File: src/rtl/mips_pkg.sv
// Shared MIPS debug-path constants: stream byte geometry and the dump FSM state encoding.
// The debug unit imports this package as well.
package mips_pkg;

    localparam int NB_BYTE        = 8;
    localparam int NB_DATA        = 32;
    localparam int BYTES_PER_WORD = NB_DATA / NB_BYTE;

    localparam logic [2:0] ST_IDLE = 3'd0;
    localparam logic [2:0] ST_REQ  = 3'd1;
    localparam logic [2:0] ST_CAPT = 3'd2;
    localparam logic [2:0] ST_SEND = 3'd3;
    localparam logic [2:0] ST_DONE = 3'd4;

    typedef enum logic [2:0] {
        S_IDLE = ST_IDLE,
        S_REQ  = ST_REQ,
        S_CAPT = ST_CAPT,
        S_SEND = ST_SEND,
        S_DONE = ST_DONE
    } dump_state_e;

endpackage

File: src/rtl/word_tx_serializer.sv
// Turns one loaded word into an MSB-first byte stream with valid/ready handshaking.
// Valid and data come only from registers, so there is no path from ready_i to them.
module word_tx_serializer
    import mips_pkg::*;
#(
    parameter int NB_DATA = mips_pkg::NB_DATA,
    parameter int NB_BYTE = mips_pkg::NB_BYTE
) (
    input  logic               clk,
    input  logic               i_rst_n,
    input  logic               load_i,
    input  logic [NB_DATA-1:0] word_i,
    input  logic               ready_i,
    output logic [NB_BYTE-1:0] data_o,
    output logic               valid_o,
    output logic               last_o,
    output logic               fire_o
);

    localparam int BPW   = NB_DATA / NB_BYTE;
    localparam int CNT_W = (BPW > 1) ? $clog2(BPW) : 1;

    logic [NB_DATA-1:0] shift_q, shift_d;
    logic [CNT_W-1:0]   cnt_q, cnt_d;
    logic               valid_q, valid_d;

    // Handshake: a byte is transferred on every rising edge where valid_o and
    // ready_i are both high; valid_o is never withdrawn before that happens.
    assign data_o  = shift_q[NB_DATA-1 -: NB_BYTE];
    assign valid_o = valid_q;
    assign last_o  = (cnt_q == CNT_W'(BPW - 1));
    assign fire_o  = valid_q & ready_i;

    always_comb begin
        shift_d = shift_q;
        cnt_d   = cnt_q;
        valid_d = valid_q;
        if (load_i) begin
            shift_d = word_i;
            cnt_d   = '0;
            valid_d = 1'b1;
        end else if (fire_o) begin
            shift_d = shift_q << NB_BYTE;
            cnt_d   = cnt_q + CNT_W'(1);
            if (last_o) begin
                valid_d = 1'b0;
            end
        end
    end

    always_ff @(posedge clk or negedge i_rst_n) begin
        if (!i_rst_n) begin
            shift_q <= '0;
            cnt_q   <= '0;
            valid_q <= 1'b0;
        end else begin
            shift_q <= shift_d;
            cnt_q   <= cnt_d;
            valid_q <= valid_d;
        end
    end

endmodule

File: src/rtl/regfile_dump_ctrl.sv
// Dumps every register of the MIPS register file over a byte stream, borrowing
// read port 1 and stalling the pipeline while the dump runs.
module regfile_dump_ctrl
    import mips_pkg::*;
#(
    parameter int NB_DATA = mips_pkg::NB_DATA,
    parameter int NB_ADDR = 5,
    parameter int NB_BYTE = mips_pkg::NB_BYTE
) (
    input  logic               clk,
    input  logic               i_rst_n,
    input  logic               i_start,
    input  logic [NB_ADDR-1:0] i_cpu_rd_addr1,
    output logic [NB_ADDR-1:0] o_rf_rd_addr1,
    input  logic [NB_DATA-1:0] i_rf_rd_data1,
    output logic               o_stall,
    output logic [NB_BYTE-1:0] o_tx_data,
    output logic               o_tx_valid,
    input  logic               i_tx_ready,
    output logic               o_busy,
    output logic               o_done,
    output logic [2:0]         o_dbg_state
);

    dump_state_e        state_q, state_d;
    logic [NB_ADDR-1:0] idx_q, idx_d;
    logic               load;
    logic               ser_last;
    logic               ser_fire;

    word_tx_serializer #(
        .NB_DATA (NB_DATA),
        .NB_BYTE (NB_BYTE)
    ) u_ser (
        .clk     (clk),
        .i_rst_n (i_rst_n),
        .load_i  (load),
        .word_i  (i_rf_rd_data1),
        .ready_i (i_tx_ready),
        .data_o  (o_tx_data),
        .valid_o (o_tx_valid),
        .last_o  (ser_last),
        .fire_o  (ser_fire)
    );

    assign o_busy      = (state_q != S_IDLE);
    assign o_stall     = (state_q != S_IDLE);
    assign o_done      = (state_q == S_DONE);
    assign o_dbg_state = state_q;

    always_comb begin
        state_d       = state_q;
        idx_d         = idx_q;
        load          = 1'b0;
        o_rf_rd_addr1 = idx_q;
        case (state_q)
            S_IDLE: begin
                o_rf_rd_addr1 = i_cpu_rd_addr1;
                if (i_start) begin
                    idx_d   = '0;
                    state_d = S_REQ;
                end
            end
            // Register file samples idx at the closing edge of REQ; data is
            // available during CAPT.
            S_REQ:  state_d = S_CAPT;
            S_CAPT: begin
                load    = 1'b1;
                state_d = S_SEND;
            end
            S_SEND: begin
                if (ser_fire && ser_last) begin
                    if (idx_q == {NB_ADDR{1'b1}}) begin
                        state_d = S_DONE;
                    end else begin
                        idx_d   = idx_q + NB_ADDR'(1);
                        state_d = S_REQ;
                    end
                end
            end
            S_DONE:  state_d = S_IDLE;
            default: state_d = S_IDLE;
        endcase
    end

    always_ff @(posedge clk or negedge i_rst_n) begin
        if (!i_rst_n) begin
            state_q <= S_IDLE;
            idx_q   <= '0;
        end else begin
            state_q <= state_d;
            idx_q   <= idx_d;
        end
    end

endmodule

File: config.mk
export PLATFORM = sky130hd
export DESIGN_NAME = regfile_dump_ctrl
export DESIGN_NICKNAME = d
export VERILOG_FILES = /design/src/rtl/mips_pkg.sv /design/src/rtl/word_tx_serializer.sv /design/src/rtl/regfile_dump_ctrl.sv
export SDC_FILE = /design/constraint.sdc
export NUM_CORES = 1
export LEC_CHECK = 0
export ABC_CLOCK_PERIOD_IN_PS = 2180
export BUFFER_PORTS_ARGS = -buffer_cell sky130_fd_sc_hd__buf_2
export CAP_MARGIN = 20
export CORE_ASPECT_RATIO = 1.75
export CORE_MARGIN = 5
export CORE_UTILIZATION = 51
export CTS_CLUSTER_SIZE = 40
export DETAILED_ROUTE_END_ITERATION = 8
export PLACE_DENSITY = 0.79
export SETUP_SLACK_MARGIN = 0.1
export SYNTH_ARGS = -nofsm -noshare
export SYNTH_HDL_FRONTEND = slang
export SYNTH_SLANG_ARGS = --single-unit
File: constraint.sdc
create_clock -name clk -period 2.18 [get_ports clk]
set_input_delay 0.109 -clock clk [delete_from_list [all_inputs] [get_ports clk]]
set_output_delay 0.109 -clock clk [all_outputs]
set_load 0.1 [all_outputs]
==> results.md <==
* Outcome: finished clean
* Delay of the slowest cell on the worst path at 0.51 ns
* Antenna violations before repair at 0
* Data arrival time of the worst path at 2.21 ns
* Most used flip-flop cell after synthesis: sky130_fd_sc_hd__dfrtp_1
* Kind of path behind the tightest hold check: input port to register
* Combined area of all synthesized cells at ~0.0021 sq mm
* TritonCTS clock tree: yes
* Max Slew Vio Count at 0
* PwrDens at between 1000 and 1500 mW/mm^2
* Residual overflow from global routing at 0
* Post-Place Setup Slack at between 0.2 and 0.3 ns
* Placement row count at 31
* Global-route wire length before repair at between 7000 and 8000 um
* Post-layout net count at approximately 310
* Number of port buffers at 60
* Area growth, synth to finish at 17.9%
* Clock Skews at ~0.0097 ns
* Share of Yosys cell area claimed by the top area cell type at between 50% and 60%
* Yosys cell types at 26
* Fraction of final layout cells with drive strength greater than 1 at between 30% and 40%
* Reported net switching power at around 1.6 mW
* Yosys reg bits at 43
* Full die area at between 0.005 and 0.006 sq mm
* Setup_tns at 0 ns
* Synthesized area per cell at 9.91 sq um
* Maximum number of pins on one net before global-route repair at 68
* Deepest clock path buffer count at 2
* Synth area leader: sky130_fd_sc_hd__dfrtp_1
* Ratio of routed vias to standard cells at ~5.4
* Cell family with the largest share of critical-path delay: simple AND/OR/NAND/NOR gates
* Core region area at 0.00407 sq mm
* Async S/R FF share, synth at 100%
* All-Layer GR Usage at 16.6%
* Count of synthesis-stage warnings from yosys at 0
* Slowest-stage cell, CP: sky130_fd_sc_hd__or4_1
* Final setup violation count at 0
* Number of enable-type register cells in the synthesized netlist at 0
* Top cells by area, synth: sky130_fd_sc_hd__dfrtp_1 (51%), sky130_fd_sc_hd__mux2i_1 (11%), sky130_fd_sc_hd__nand2_1 (8.7%), sky130_fd_sc_hd__o21ai_0 (8.5%), sky130_fd_sc_hd__buf_4 (3.9%)
* Number of endpoints with negative hold slack in the final report at 0
* Pin slew with the least headroom to its limit at around 0.55 ns
* Routability congestion estimate from global placement at slightly below 0.9
* Count of buffers added by post-CTS timing repair for setup at 0
* Net count after synthesis at ~260
* RSZ-0062 raised after global routing: false
* WS Path Type: register to register
* Min setup slack post-route at ~0.21 ns
* Critical Path RT at around 2.4 ns
* Ant. Diodes at 0
* Final ANT Viol Nets at 0
* Most common library cell in the layout ignoring fill and taps: sky130_fd_sc_hd__buf_2
* Number of search-and-repair iterations in the first detailed-routing pass at 4
* Share of synthesized area occupied by flip-flops and latches at between 50% and 60%
* CP cell instances: ha_1 > and3_1 > ha_1 > inv_1 > a31oi_2 > or4_1 > nand3_1
* Cell repeated most along the worst path: sky130_fd_sc_hd__ha_1
* Crit Path Max Fanout at 8
* Commonest cells after routing, fill and taps aside: sky130_fd_sc_hd__buf_2 (60), sky130_fd_sc_hd__nand2_1 (48), sky130_fd_sc_hd__dfrtp_1 (40), sky130_fd_sc_hd__o21ai_0 (36), sky130_fd_sc_hd__mux2i_1 (24)
* Highest attainable clock frequency at 0.507 GHz
* Clock insertion delay at the later pin of the skew report at just under 0.3 ns
* Number of cells produced by synthesis at between 200 and 250
* Bufs and invs on worst path at 1
* Endpoint type of the worst setup path: register
* Clock network power share at between 10% and 20%
* Vert. Die Dim at 95.1 um
* Seq pwr share at 38.6%
* Final Cycle Share at between 90% and 100%
* Internal portion of total power at 1.69 mW
* Standby leakage power at 1.28 nW
* Detail Placement HPWL at between 3000 and 4000 um
* Period minus WS final at approximately 2 ns
* Maximum level of the CTS H-tree at 2
* Gate power share at a little under half
* Top-level I/O count at slightly above 60
* Overall via count from detail_route at around 1700
* Starting utilization of the core area at between 50% and 60%
* Cts bufs inserted at 5
* Routed wire length at 4310 um
* Drt first-iter violations at 35
* Number of sinks driven by the clock tree at 43
* Via count of the first global-routing pass at about 1700
* Die Wd at a little under 60 um
* Remaining design rule violation count at 0
* Critical Path Source Type: register
* Net Sw Frac at between 40% and 50%
* Rel. slew slack at ~63%
* Clock transition at the register clock pins on the worst setup and hold paths after CTS at 0.08 ns
* Highest ir drop seen on vdd at ~730 uV
* Max_cap viols at 0
* Detailed-route wire length per cell at 13.7 um
* Clock root buffer: sky130_fd_sc_hd__clkbuf_8
logic make-up after synthesis:
| logic type | count (synthesis) | share of synthesized area (%) |
|---|---|---|
| AOI/OAI and AO/OA | 40 | 9.96 |
| xor gates and xnor gates | 1 | 0.415 |
| muxes | 30 | 14.6 |
| buffers and inverters | 23 | 6.40 |
| and+or+nand+nor | 73 | 15.9 |
| DFF | 43 | 51.0 |
| adders and majority gates | 3 | 1.78 |
power groups by stage:
stage                     sequential, mW  clock (mW)  combinational (mW)
after floorplan                     1.31           0                1.26
after global placement              1.25           0                1.50
after CTS                           1.25       0.496                1.54
after global routing                1.29       0.527                1.65
final                               1.25       0.473                1.52
after detailed placement            1.27           0                1.53
path summary, 6_finish.rpt:
path	slack [ns]	end	cells after the start	startpoint
max	0.21	idx_q[3]	7	idx_q[0]
min	0.02	u_ser.shift_q[18]	3	i_rf_rd_data1[18]
max reg2reg	0.21	idx_q[3]	7	idx_q[0]
min reg2reg	0.53	u_ser.shift_q[5]	2	u_ser.shift_q[5]
max in group asynchronous	1.21	u_ser.shift_q[17]	3	i_rst_n
min in group asynchronous	0.28	o_dbg_state[0]	2	i_rst_n
final cells by class:
cell class	instances	area (sq um)
clock buffer	7	76.3
tap	49	61.3
clock inverter	1	5.00
multi-input combinational	147	918
sequential	43	1080
inverter	2	7.51
timing repair buffer	65	340
fill	377	1580
flip-flops by register name, indices dropped and copies added (netlist names):
name / count
u_ser.cnt_q: 2
idx_q: 5
u_ser.shift_q: 32
u_ser.valid_o: 1
o_dbg_state: 3
Yosys cell counts, types with 2 or more instances:
| cell | number |
|---|---|
| sky130_fd_sc_hd__dfrtp_1 | 43 |
| sky130_fd_sc_hd__mux2_2 | 6 |
| sky130_fd_sc_hd__inv_1 | 2 |
| sky130_fd_sc_hd__mux2i_1 | 24 |
| sky130_fd_sc_hd__buf_4 | 11 |
| sky130_fd_sc_hd__o21ai_0 | 36 |
| sky130_fd_sc_hd__nand3_1 | 5 |
| sky130_fd_sc_hd__ha_1 | 3 |
| sky130_fd_sc_hd__clkbuf_1 | 4 |
| sky130_fd_sc_hd__and3_1 | 2 |
| sky130_fd_sc_hd__a21oi_1 | 2 |
| sky130_fd_sc_hd__nor2_1 | 5 |
| sky130_fd_sc_hd__buf_2 | 6 |
| sky130_fd_sc_hd__nand2_1 | 49 |
| sky130_fd_sc_hd__nor3_1 | 4 |
through the flow:
| stage | cell area, sq um | power (mW) | cells | hold slack [ns] | utilization, % |
|---|---|---|---|---|---|
| final | 2490 | 3.25 | 314 | 0.0155 | 61.1 |
| after global routing | 2490 | 3.47 | 314 | 0.00884 | 61.1 |
| after CTS | 2480 | 3.29 | 314 | 0.00470 | 61.0 |
| after detailed placement | 2390 | 2.80 | 305 | 0.0697 | 58.7 |
| after global placement | 2390 | 2.75 | 305 | 0.0662 | 58.7 |
| after floorplan | 2120 | 2.57 | 213 | -0.187 | - |
worst min-delay path: cells and delay by family:
kind / cells / cell delay (ns)
simple gates: 1 / 0.03
buf+inv: 1 / 0.07
compound gates: 1 / 0.06
layer usage:
layer / share of wire [%] / track usage [%] / up-vias
li1: - / - / 819
met1: 39 / 17.6 / 806
met2: 51 / 30.3 / 53
met3: 7.6 / 3.66 / 8
met4: 2.2 / 7.75 / 0
met5: 0 / 0 / -
timing repair:
| action | CTS | global route |
|---|---|---|
| endpoints found under the hold margin | 17 | 0 |
| hold buffers | 1 | 0 |
| endpoints found under the setup margin | 0 | 5 |
| gates resized for setup | 0 | 1 |
(Power assumes the default switching activity.)
